--- config.mk ---
export PLATFORM = sky130hd
export DESIGN_NAME = approx_mult_err_accum
export DESIGN_NICKNAME = d
export VERILOG_FILES = /design/src/rtl/approx_mult_pkg.sv /design/src/rtl/err_abs_diff.sv /design/src/rtl/approx_mult_err_accum.sv
export SDC_FILE = /design/constraint.sdc
export NUM_CORES = 1
export LEC_CHECK = 0
export CORE_MARGIN = 2
export CORE_UTILIZATION = 63
export DETAILED_ROUTE_END_ITERATION = 6
export GPL_TIMING_DRIVEN = 0
export PLACE_DENSITY_LB_ADDON = 0.25
export SLEW_MARGIN = 20
export SYNTH_ARGS = -nofsm -noshare
export SYNTH_HDL_FRONTEND = slang
export SYNTH_SLANG_ARGS = --single-unit
--- constraint.sdc ---
create_clock -name clk -period 12.3 [get_ports clk]
set_clock_uncertainty 0.15 [all_clocks]
set_input_delay 3.69 -clock clk [delete_from_list [all_inputs] [get_ports clk]]
set_output_delay 3.69 -clock clk [all_outputs]
set_load 0.01 [all_outputs]
--- src/rtl/approx_mult_pkg.sv ---
// Shared definitions for the approximate-multiplier error monitors:
// FSM state encoding, default widths and a saturating adder.
package approx_mult_pkg;

   localparam int unsigned DEF_WIDTH = 8;
   localparam int unsigned DEF_CNT_W = 16;
   localparam int unsigned DEF_ACC_W = 40;

   typedef enum logic [1:0] {
      ST_IDLE  = 2'd0,
      ST_RUN   = 2'd1,
      ST_DRAIN = 2'd2,
      ST_DONE  = 2'd3
   } state_t;

   // Adds inc to acc and clamps the result at the all-ones value of a
   // w-bit accumulator (w <= 64). Callers narrow the result back to w bits.
   function automatic logic [63:0] sat_add(input logic [63:0] acc,
                                           input logic [63:0] inc,
                                           input int unsigned w);
      logic [64:0] sum;
      logic [64:0] lim;
      sum = {1'b0, acc} + {1'b0, inc};
      lim = (65'd1 << w) - 65'd1;
      if (sum > lim) begin
         return lim[63:0];
      end else begin
         return sum[63:0];
      end
   endfunction

endpackage

--- src/rtl/err_abs_diff.sv ---
// Combinational absolute difference |x - y| of two unsigned values.
// Shared by the error monitors that follow the approximate multipliers.
module err_abs_diff #(
   parameter int unsigned W = 16
) (
   input  logic [W-1:0] x,
   input  logic [W-1:0] y,
   output logic [W-1:0] d
);

   // Subtract the smaller operand from the larger so the result never wraps.
   always_comb begin
      d = '0;
      if (x >= y) begin
         d = x - y;
      end else begin
         d = y - x;
      end
   end

endmodule

--- src/rtl/approx_mult_err_accum.sv ---
// Error-characterisation stage for an approximate multiplier. Over a window
// of num_samples beats it recomputes the exact product, and accumulates the
// saturating sum of absolute errors, the maximum error and the count of
// erroneous samples. Results are offered on a valid/ready port.
// Pipeline: accept edge T registers the exact product, T+1 registers the
// absolute error, T+2 updates the accumulators.
module approx_mult_err_accum
   import approx_mult_pkg::*;
#(
   parameter int unsigned WIDTH = DEF_WIDTH,
   parameter int unsigned CNT_W = DEF_CNT_W,
   parameter int unsigned ACC_W = DEF_ACC_W
) (
   input  logic                     clk,
   input  logic                     rst,
   input  logic                     start,
   input  logic [CNT_W-1:0]         num_samples,
   input  logic                     in_valid,
   output logic                     in_ready,
   input  logic [WIDTH-1:0]         in_a,
   input  logic [WIDTH-1:0]         in_b,
   input  logic [WIDTH+WIDTH-1:0]   in_r,
   output logic                     out_valid,
   input  logic                     out_ready,
   output logic [ACC_W-1:0]         sum_abs_err,
   output logic [WIDTH+WIDTH-1:0]   max_abs_err,
   output logic [CNT_W-1:0]         err_count,
   output logic                     busy
);

   localparam int unsigned PW = WIDTH + WIDTH;

   state_t           state_r;
   state_t           state_nx_s;
   logic [CNT_W-1:0] num_r;
   logic [CNT_W-1:0] acc_cnt_r;
   logic             accept_s;
   logic             last_s;
   logic             start_go_s;
   logic [PW-1:0]    exact_s;
   logic             s1_valid_r;
   logic [PW-1:0]    s1_exact_r;
   logic [PW-1:0]    s1_r_r;
   logic [PW-1:0]    diff_s;
   logic             s2_valid_r;
   logic [PW-1:0]    s2_d_r;
   logic [ACC_W-1:0] sum_nx_s;

   // in_ready is registered high exactly while in RUN, so it doubles as the RUN qualifier.
   assign accept_s   = in_valid && in_ready;
   assign last_s     = accept_s && (acc_cnt_r == (num_r - CNT_W'(1)));
   assign start_go_s = (state_r == ST_IDLE) && start;
   assign exact_s    = {{WIDTH{1'b0}}, in_a} * {{WIDTH{1'b0}}, in_b};
   assign sum_nx_s   = ACC_W'(sat_add(64'(sum_abs_err), 64'(s2_d_r), ACC_W));

   err_abs_diff #(.W(PW)) u_abs_diff (
      .x (s1_exact_r),
      .y (s1_r_r),
      .d (diff_s)
   );

   // Next-state logic for the window FSM.
   always_comb begin
      state_nx_s = state_r;
      case (state_r)
         ST_IDLE: begin
            if (start) begin
               state_nx_s = (num_samples != '0) ? ST_RUN : ST_DONE;
            end else begin
               state_nx_s = ST_IDLE;
            end
         end
         ST_RUN: begin
            if (last_s) begin
               state_nx_s = ST_DRAIN;
            end else begin
               state_nx_s = ST_RUN;
            end
         end
         ST_DRAIN: begin
            if (!s1_valid_r && !s2_valid_r) begin
               state_nx_s = ST_DONE;
            end else begin
               state_nx_s = ST_DRAIN;
            end
         end
         ST_DONE: begin
            if (out_ready) begin
               state_nx_s = ST_IDLE;
            end else begin
               state_nx_s = ST_DONE;
            end
         end
         default: state_nx_s = ST_IDLE;
      endcase
   end

   // State register and handshake flags, registered from the next state.
   always_ff @(posedge clk or posedge rst) begin
      if (rst) begin
         state_r   <= ST_IDLE;
         in_ready  <= 1'b0;
         out_valid <= 1'b0;
         busy      <= 1'b0;
      end else begin
         state_r   <= state_nx_s;
         in_ready  <= (state_nx_s == ST_RUN);
         out_valid <= (state_nx_s == ST_DONE);
         busy      <= (state_nx_s != ST_IDLE);
      end
   end

   // Window length latch and accepted-beat counter.
   always_ff @(posedge clk or posedge rst) begin
      if (rst) begin
         num_r     <= '0;
         acc_cnt_r <= '0;
      end else if (start_go_s) begin
         num_r     <= num_samples;
         acc_cnt_r <= '0;
      end else if (accept_s) begin
         acc_cnt_r <= acc_cnt_r + CNT_W'(1);
      end
   end

   // Stage 1: exact product and the approximate product it is compared with.
   always_ff @(posedge clk or posedge rst) begin
      if (rst) begin
         s1_valid_r <= 1'b0;
         s1_exact_r <= '0;
         s1_r_r     <= '0;
      end else begin
         s1_valid_r <= accept_s;
         if (accept_s) begin
            s1_exact_r <= exact_s;
            s1_r_r     <= in_r;
         end
      end
   end

   // Stage 2: registered absolute error, keeps the wide add off the diff path.
   always_ff @(posedge clk or posedge rst) begin
      if (rst) begin
         s2_valid_r <= 1'b0;
         s2_d_r     <= '0;
      end else begin
         s2_valid_r <= s1_valid_r;
         if (s1_valid_r) begin
            s2_d_r <= diff_s;
         end
      end
   end

   // Statistics accumulators; cleared on an accepted start, held otherwise.
   always_ff @(posedge clk or posedge rst) begin
      if (rst) begin
         sum_abs_err <= '0;
         max_abs_err <= '0;
         err_count   <= '0;
      end else if (start_go_s) begin
         sum_abs_err <= '0;
         max_abs_err <= '0;
         err_count   <= '0;
      end else if (s2_valid_r) begin
         sum_abs_err <= sum_nx_s;
         if (s2_d_r > max_abs_err) begin
            max_abs_err <= s2_d_r;
         end
         if (s2_d_r != '0) begin
            err_count <= err_count + CNT_W'(1);
         end
      end
   end

endmodule

* Word level (Yosys, flattened, before mapping)
Index checks and enable logic that the tools add are counted.
Storage, ports and cells: word-level logic and storage cells 64, register bits 159, output and inout port bits 75, input port bits 53
Cells by class: add/sub/neg operators 6, muxes and demuxes 18, reductions and logical operators 16, eq/ne operators 6, $lt $le $gt $ge 3, multiply operators 1
Operator list (number):
- 16-bit 2-to-1 mux | 9
- 40-bit 2-to-1 mux | 3
- 40-bit by 16-bit adder with 41-bit output | 1
- 41-bit by 40-bit greater-than comparator with 1-bit output, second input constant | 1
- 16-bit by 1-bit adder with 16-bit output, second input constant | 2
- 16-bit nonzero test | 2
- 16-bit subtractor | 2
- 16-bit equality test | 1
- 16-bit greater-or-equal comparator | 1
- 16-bit greater-than comparator | 1
- 8-bit by 8-bit multiplier with 16-bit output | 1
- 16-bit by 1-bit subtractor with 16-bit output, second input constant | 1
- 2-bit nonzero test | 5
- 2-bit 2-to-1 mux | 4
- 2-bit one-hot mux with 4 select lines | 1
- 2-bit equality test, second input constant | 3
- 2-bit by 1-bit equality test with 1-bit output, second input constant | 2
- 1-bit logical AND | 4
- 2-bit AND reduction | 2
- 1-bit zero test | 2
- 2-bit zero test | 1
- 1-bit 2-to-1 mux | 1

* Depth between registers and ports, before layout
Gate-level depths: netlist of run 1.
depth after elaboration 6, gate-level depth with buffers 17, mapped depth without buffers 17

* Modules after synthesis
From an unflattened synthesis of run 1, not the netlist that was laid out.
Second synthesis, totals: cells, all modules 1410, area total of the unflattened synthesis 12374.4 um^2
By module, submodules not included:
- approx_mult_err_accum | sequential area each 3978.8 um^2, cells an instance 1188, instances 1, area each 10686.5 um^2
- err_abs_diff | sequential area each 0.0 um^2, cells an instance 222, instances 1, area each 1687.9 um^2

* Worst setup path before layout of run 1
OpenSTA, ideal clock, no wires.
path type input to register, start input in_b[4], end register s1_exact_r[15], arrival 7479 ps, path buffers 0, stages on the path 17, setup time 82 ps, required time 12068 ps, slack 4589 ps, cell sequence and2_1 > fa_1 > inv_1 > fa_1 > inv_1 > fa_1 > inv_1 > fa_1 > inv_1 > ha_1 > o21a_1 > o31a_1 > o211ai_1 > a21oi_1 > nor3_1 > or3_1 > a31oi_1
On the way: longest elaborated chain between the ends 1
Ends and longest elaborated chain:
- start: declaration | line approx_mult_err_accum.sv:21 | input logic [WIDTH-1:0] in_b,
- 8-bit by 8-bit multiplier with 16-bit output | line approx_mult_err_accum.sv:53 | assign exact_s = {{WIDTH{1'b0}}, in_a} * {{WIDTH{1'b0}}, in_b};
- end signal: assignment | line approx_mult_err_accum.sv:135 | s1_exact_r <= exact_s;
- end: declaration | line approx_mult_err_accum.sv:42 | logic [PW-1:0] s1_exact_r;
Every way passes these cells. A chain may end at the register's enable or synchronous reset.

* Worst setup path after layout of run 1
Same ends and word-level chain as after synthesis.

==> out/summary.log, run 1 <==
INFO  logic_synthesis synth_simple_gate_area_share=19.0%
INFO  logic_synthesis synth_top_area_share=32.5%
INFO  logic_synthesis postSynthCellCount=1402
INFO  floorplanning  core_area=18900um2
INFO  placement      routabilityCongestion=0.937
INFO  floorplanning  die_area=20600um2
INFO  global_route   antenna_found_initial=0
INFO  timing         report.final.hold_viol_count=0
INFO  critical_path  rr_startpoint=s2_d_r[0]$_DFFE_PP0P_
INFO  global_route   grtUsageTotal=32.3%
INFO  min_path       min_delay_worst_endpoint=s2_valid_r$_DFF_PP0_
INFO  route          detail_route.wirelength=32600um
INFO  critical_path  rr_worst_depth=10
INFO  timing         report.final.setup_viol=0
INFO  route          met3_length=2420um
INFO  timing         final.period_utilization=67.7%
INFO  min_path       hp-class=flop to flop
INFO  clock_tree     total_clock_sinks=159
INFO  power          p_leak=6.61nW
INFO  min_path       worst_hold_path.num_cells=0
INFO  layout         multi_input_comb_area=7550um2
INFO  layout         total_of_fill_cells_in_the_finished_design=1389
INFO  flow_run       max_cap_viol_count=0
INFO  logic_synthesis number_of_flops_mapped_to_enable_cells_by_yosys=0
INFO  power          clkPwrFrac=16.0%
INFO  logic_synthesis muxShareOfSynthArea=2.51%
INFO  floorplanning  floorplan.initialDensity=64.8%
INFO  logic_synthesis synth.most_common_cell=dfrtp_1
INFO  layout         syn2layout_area_growth=18.1%
INFO  route          met2RoutedLength=15600um
INFO  power          power.share.switching=44.9%
INFO  logic_synthesis mappedNetlistNets=1596
INFO  clock_tree     clock-root-buffer=clkbuf_16
INFO  route          top_metal_used=met4
INFO  power          power.sequential.fraction=26.9%
INFO  route          drt-initial-drc-count=908
INFO  layout         num_antenna_cells=0
INFO  logic_synthesis synth_sequential_area_ratio=32.5%
INFO  timing         grt_setup_unrepaired=false
INFO  logic_synthesis synth.area.top_cells=dfrtp_1, ha_1, fa_1, nand2_1, o21ai_0
INFO  route          route.detailed.vias_per_inst=6.11
INFO  floorplanning  rows=50
INFO  status         outcome=finished, final reports clean
INFO  global_route   grt_start_max_net_pins=109
INFO  critical_path  critical_path.max_fanout=8
INFO  timing         final_period_minus_worst_setup_slack=8.33ns
INFO  clock_tree     clock_tree.htree_level_count=4
INFO  critical_path  regToRegSetupSlack=8.54ns
INFO  logic_synthesis post_synth_num_cell_types=84
INFO  critical_path  path_class=input pin to flop
INFO  power          max-vdd-ir-drop=0.133mV
INFO  logic_synthesis ys_async_sr_fraction=100%
INFO  logic_synthesis synth_fa_ha_area_share=16.8%
INFO  floorplanning  die_wd=143um
INFO  global_route   via_count_of_the_first_global_routing_pass=10800
INFO  layout         register_area=3980um2
INFO  clock_tree     cts_buffer_depth=2
INFO  route          drt_first_pass_iters=6
INFO  route          antenna_violating_nets_post_route=0
INFO  global_route   grt_pass1_wl=53100um
INFO  min_path       min_from=s1_valid_r$_DFF_PP0_
INFO  clock_tree     clock_edge_transition_at_the_registers_on_the_reported_setup_and_hold_paths=0.07ns
INFO  clock_tree     postCtsResizedCells=0
INFO  timing         max-slew-margin-rel=46.3%
INFO  logic_synthesis synth-xor-area-share=5.36%
INFO  route          drt_wl_cell=17.9um
INFO  clock_tree     cts_hold_bufs=0
INFO  timing         timing_worst_slew_pin_value=0.800ns
INFO  route          drcViolationCount=0
INFO  floorplanning  die-height=143um
INFO  logic_synthesis compound_gate_fraction_of_synth_area=18.0%
INFO  placement      buffers_added_on_ports=127
INFO  clock_tree     clock_insertion_delay_worst_skew=0.44ns
INFO  route          wl_met1=13900um
INFO  clock_tree     setup_buffers_after_cts=0
INFO  logic_synthesis synth_top_area_cell=dfrtp_1
INFO  power          power_density=227nW/um2
INFO  logic_synthesis synth-warning-count=0
INFO  global_route   grt.overflow.total=0
INFO  power          total_switching_power=1.47mW
INFO  logic_synthesis ys_top_cells_by_count=dfrtp_1, nand2_1, inv_1, o21ai_0, nor2_1
INFO  critical_path  startpoint_type=input pin
INFO  clock_tree     cts_made_buffers=17
INFO  layout         design.final.nets=1743
INFO  logic_synthesis post_syn_area_per_cell=8.74um2
INFO  critical_path  crit-reg2reg-capture=sum_abs_err[37]$_DFFE_PP0P_
INFO  logic_synthesis largest_family_of_logic_cells_by_synthesized_area=simple AND/OR/NAND/NOR gates
INFO  timing         drv_slew=0
INFO  route          dr_total_vias=11100
INFO  critical_path  arrival=8.54ns
INFO  power          cell_internal_pwr=1.81mW
INFO  power          combinationalPowerShare=57.1%
INFO  power          fin_total_pwr=3.28mW
INFO  timing         max_freq=120MHz
INFO  clock_tree     cts_tree=built
INFO  timing         tns=0ns
INFO  layout         layout-drive-gt1-share=4.80%
INFO  logic_synthesis most_frequently_used_flop_master_after_synthesis=dfrtp_1
INFO  critical_path  setup.worst_path.end_class=flop
INFO  logic_synthesis yosys_register_bits=159
INFO  placement      hpwl=24600um
INFO  logic_synthesis post_synth_instance_area=12200um2
INFO  critical_path  timing.critical_path.required=12.51ns
INFO  floorplanning  ios=128
-- power by group through the flow --
| stage | Clock [mW] | Sequential [mW] | Combinational, mW |
|---|---|---|---|
| global placement | 0 | 0.875 | 1.77 |
| detailed placement | 0 | 0.882 | 1.83 |
| finish | 0.526 | 0.883 | 1.87 |
| global route | 0.551 | 0.898 | 2.07 |
| floorplan | 0 | 0.850 | 1.30 |
| CTS | 0.528 | 0.874 | 1.85 |
-- per-stage QoR --
step | std cells | hold WS, ns | worst slack [ns] | utilization (%) | cell area [um2]
after floorplan | 1402 | 0.242 | 4.17 | - | 12200
after global placement | 1789 | 0.266 | 2.20 | 73.3 | 13800
after detailed placement | 1790 | 0.280 | 3.56 | 73.5 | 13900
after CTS | 1822 | 0.294 | 4.01 | 76.5 | 14500
after global routing | 1822 | 0.319 | 3.64 | 76.5 | 14500
final | 1822 | 0.292 | 3.97 | 76.5 | 14500
-- routing by layer --
metal	track usage, %	up-vias
li1	-	5194
met5	0	-
met4	11.0	0
met1	44.0	5404
met3	4.43	81
met2	53.6	450
-- area by class of cell --
| type | instances | area share (%) |
|---|---|---|
| Multi-Input combinational cell | 1059 | 52.2 |
| Sequential cell | 159 | 27.5 |
| Timing Repair Buffer | 128 | 8.98 |
| Inverter | 134 | 3.53 |
| Clock buffer | 18 | 2.97 |
| Tap cell | 260 | 2.25 |
| Buffer | 50 | 1.46 |
| Clock inverter | 14 | 1.04 |
-- flip-flops by register name (all words and copies together) (netlist names) --
| register | cells |
|---|---|
| sum_abs_err | 40 |
| acc_cnt_r | 16 |
| err_count | 16 |
| max_abs_err | 16 |
| num_r | 16 |
| s1_exact_r | 16 |
| s1_r_r | 16 |
| s2_d_r | 16 |
| state_r | 2 |
| busy | 1 |
| in_ready | 1 |
| out_valid | 1 |
| s1_valid_r | 1 |
| s2_valid_r | 1 |
-- how the worst max path moves through the flow --
| stage | start | end | slack (ns) | cells after the start |
|---|---|---|---|---|
| after global placement | rst | max_abs_err[11]$_DFFE_PP0P_ | 2.20 | 2 |
| final | in_b[4] | s1_exact_r[15]$_DFFE_PP0P_ | 3.97 | 18 |
| after floorplan | rst | acc_cnt_r[0]$_DFFE_PP0P_ | 4.17 | 1 |
| after global routing | in_a[1] | s1_exact_r[14]$_DFFE_PP0P_ | 3.64 | 16 |
| after detailed placement | in_a[1] | s1_exact_r[14]$_DFFE_PP0P_ | 3.56 | 16 |
| after CTS | in_a[1] | s1_exact_r[14]$_DFFE_PP0P_ | 4.01 | 16 |
-- placed cells by master, fill, tap and decap left out, types with 5 or more instances in the layout --
| master | n |
|---|---|
| nor3_1 | 25 |
| nand4_1 | 23 |
| nor2b_1 | 13 |
| dfrtp_1 | 159 |
| and2_1 | 52 |
| a21oi_1 | 86 |
| nor2_1 | 103 |
| xnor2_1 | 32 |
| nand2b_1 | 7 |
| inv_1 | 132 |
| clkbuf_16 | 17 |
| o21ai_0 | 104 |
| ha_1 | 102 |
| nor3b_1 | 5 |
| o211ai_1 | 5 |
| o31ai_1 | 7 |
| buf_2 | 13 |
| or3_1 | 11 |
| or2_2 | 5 |
| a211oi_1 | 15 |
| and3_1 | 11 |
| nand3_1 | 22 |
| a31oi_1 | 26 |
| nor4_1 | 15 |
| and4_1 | 6 |
| fa_1 | 39 |
| a21o_1 | 15 |
| nand3b_1 | 5 |
| nand2_1 | 158 |
| a311oi_1 | 6 |
| o21bai_1 | 5 |
| xor2_1 | 43 |
| clkdlybuf4s50_1 | 127 |
| inv_6 | 5 |
| clkbuf_1 | 34 |
| mux2i_1 | 27 |
| o21a_1 | 10 |
-- critical path: stages --
cell and delay [ns]:
clkdlybuf4s50_1 0.56, and2_1 0.26, fa_1 0.53, inv_1 0.05
fa_1 0.48, inv_1 0.06, fa_1 0.53, inv_1 0.06
fa_1 0.55, inv_1 0.05, ha_1 0.33, o21a_1 0.14
o31a_1 0.19, o211ai_1 0.14, a21oi_1 0.25, nor3_1 0.10
or3_1 0.38, a31oi_1 0.19
-- cell families after synthesis --
logic type / after synthesis
AOI/OAI and AO/OA: 339
xor gates and xnor gates: 75
adders and majority gates: 141
buffers and inverters: 184
DFF: 159
muxes: 30
and+or+nand+nor: 474
(Power assumes the default switching activity.)
==> run 2, diff against run 1 <==
--- a/config.mk
+++ b/config.mk
@@ -6,7 +6,7 @@
 export NUM_CORES = 1
 export LEC_CHECK = 0
 export CORE_MARGIN = 2
-export CORE_UTILIZATION = 63
+export CORE_UTILIZATION = 58
 export DETAILED_ROUTE_END_ITERATION = 6
 export GPL_TIMING_DRIVEN = 0
 export PLACE_DENSITY_LB_ADDON = 0.25
==> constraint.sdc (replaced) <==
create_clock -name clk -period 8 [get_ports clk]
set_clock_uncertainty 0.15 [all_clocks]
set_input_delay 2.4 -clock clk [delete_from_list [all_inputs] [get_ports clk]]
set_output_delay 2.4 -clock clk [all_outputs]
set_load 0.01 [all_outputs]
==> out/summary.log, run 2 (synthesis gave the netlist of run 1 again) <==
INFO  timing         final_period_minus_worst_setup_slack=7.01ns
INFO  route          drt_first_pass_iters=7
INFO  critical_path  startpoint_type=input pin
INFO  layout         layout-drive-gt1-share=4.87%
INFO  timing         report.final.hold_viol_count=0
INFO  floorplanning  core_area=20900um2
INFO  critical_path  critical_path.max_fanout=8
INFO  clock_tree     clock_edge_transition_at_the_registers_on_the_reported_setup_and_hold_paths=0.07ns
INFO  layout         stdcell_area=14500um2
INFO  floorplanning  die_wd=149um
INFO  timing         report.final.setup_viol=0
INFO  floorplanning  rows=53
INFO  layout         final_core_utilization=69.5%
INFO  route          antenna_violating_nets_post_route=0
INFO  layout         post_layout_nonfiller_instances=1837
INFO  placement      routabilityCongestion=0.928
INFO  placement      detailed_place.area=13900um2
INFO  clock_tree     total_clock_sinks=159
INFO  power          max-vdd-ir-drop=0.220mV
INFO  critical_path  setup.worst_path.end_class=flop
INFO  clock_tree     postCtsResizedCells=0
INFO  global_route   via_count_of_the_first_global_routing_pass=10500
INFO  layout         syn2layout_area_growth=18.5%
INFO  clock_tree     cts_made_buffers=17
INFO  floorplanning  floorplan.initialDensity=58.6%
INFO  clock_tree     setup_buffers_after_cts=0
INFO  timing         final.period_utilization=87.7%
INFO  clock_tree     clock_tree.htree_level_count=4
INFO  timing         grt_setup_unrepaired=false
INFO  clock_tree     cts_buffer_depth=2
INFO  critical_path  cp_num_buf_inv=3
INFO  clock_tree     clock-root-buffer=clkbuf_16
INFO  global_route   antenna_found_initial=0
INFO  power          power_density=348nW/um2
INFO  timing         max_freq=143MHz
INFO  critical_path  family_with_the_most_delay_on_the_worst_path=adder cells
INFO  flow_run       max_cap_viol_count=0
INFO  timing         worst_slack=0.988ns
INFO  timing         holdWs=0.274ns
INFO  route          dr_total_vias=10900
INFO  floorplanning  ios=128
INFO  layout         final_cell_mix=dfrtp_1, nand2_1, inv_1
INFO  placement      place_inst=1805
INFO  placement      buffers_added_on_ports=127
INFO  global_route   grt.overflow.total=0
INFO  layout         design.final.nets=1743
INFO  route          drt-initial-drc-count=810
INFO  placement      hpwl=24300um
INFO  global_route   grt_pass1_wl=51900um
INFO  floorplanning  die-height=149um
INFO  global_route   grtUsageTotal=29.0%
INFO  timing         tns=0ns
INFO  critical_path  path_class=input pin to flop
INFO  critical_path  timing.critical_path.slowest_cell_delay=0.56ns
INFO  min_path       hp-class=flop to flop
INFO  timing         timing_worst_slew_pin_value=0.781ns
INFO  layout         total_of_fill_cells_in_the_finished_design=1698
INFO  layout         flip_flop_count_of_the_largest_register_after_layout=40
INFO  layout         largest_register=sum_abs_err
INFO  route          detail_route.wirelength=32100um
INFO  floorplanning  die_area=22300um2
INFO  placement      dp_worst_setup_slack=0.568ns
INFO  critical_path  critical-path-top-cell-by-count=fa_1
INFO  route          drcViolationCount=0
INFO  timing         max-slew-margin-rel=47.4%
INFO  power          p_leak=6.63nW
INFO  clock_tree     cts_tree=built
INFO  power          fin_total_pwr=5.04mW
INFO  clock_tree     clock_insertion_delay_worst_skew=0.44ns
INFO  clock_tree     cts_hold_bufs=0
INFO  route          drt_wl_cell=17.5um
INFO  route          route.detailed.vias_per_inst=5.96
INFO  critical_path  timing.critical_path.cells=clkdlybuf4s50_1 > and2_1 > fa_1 > fa_1 > inv_1 > fa_1 > fa_1 > inv_1 > ha_1 > nand2_1 > o21ai_0 > o41ai_1 > o21ai_0 > o41ai_1 > xor2_1 > o21ai_0
INFO  critical_path  arrival=7.17ns
INFO  critical_path  critPathSlowestCell=clkdlybuf4s50_1
INFO  status         outcome=finished, final reports clean
INFO  global_route   grt_start_max_net_pins=87
INFO  layout         num_antenna_cells=0
INFO  critical_path  timing.critical_path.required=8.16ns
INFO  timing         drv_slew=0
INFO  layout         mostFrequentLayoutCell=dfrtp_1
## run 2: final timing paths
path,to,startpoint,depth (start not counted),slack (ns)
min in group asynchronous,err_count[8]$_DFFE_PP0P_,rst,2,2.28
min reg2reg,s2_valid_r$_DFF_PP0_,s1_valid_r$_DFF_PP0_,0,0.27
max reg2reg,sum_abs_err[39]$_DFFE_PP0P_,s2_d_r[0]$_DFFE_PP0P_,10,4.31
max,s1_exact_r[14]$_DFFE_PP0P_,in_a[1],16,0.99
min,s2_valid_r$_DFF_PP0_,s1_valid_r$_DFF_PP0_,0,0.27
max in group asynchronous,s2_d_r[9]$_DFFE_PP0P_,rst,3,4.62
## run 2: metal layers
metal	track usage (%)	vias up	wire, um
met4	8.95	0	786
met3	4.98	69	1880
met5	0	-	0
met1	39.9	5335	14100
met2	47.2	353	15300
li1	-	5187	-
## run 2: layout make-up
class / count / area (um2) / share of cell area (%)
repair buffers: 128 / 1300 / 8.95
inverters: 134 / 510 / 3.52
clock inverters: 14 / 171 / 1.18
multi-input cells: 1059 / 7550 / 52.1
plain buffers: 50 / 211 / 1.46
clock buffers: 18 / 439 / 3.03
flip-flops and latches: 159 / 3980 / 27.4
well taps: 275 / 344 / 2.37
## run 2: where the power goes
part           internal [mW]  leakage (nW)  switching [mW]
registers               1.05          1.95           0.305
logic                   1.29          4.39            1.55
clock network          0.480         0.295           0.376
total                   2.82          6.63            2.23
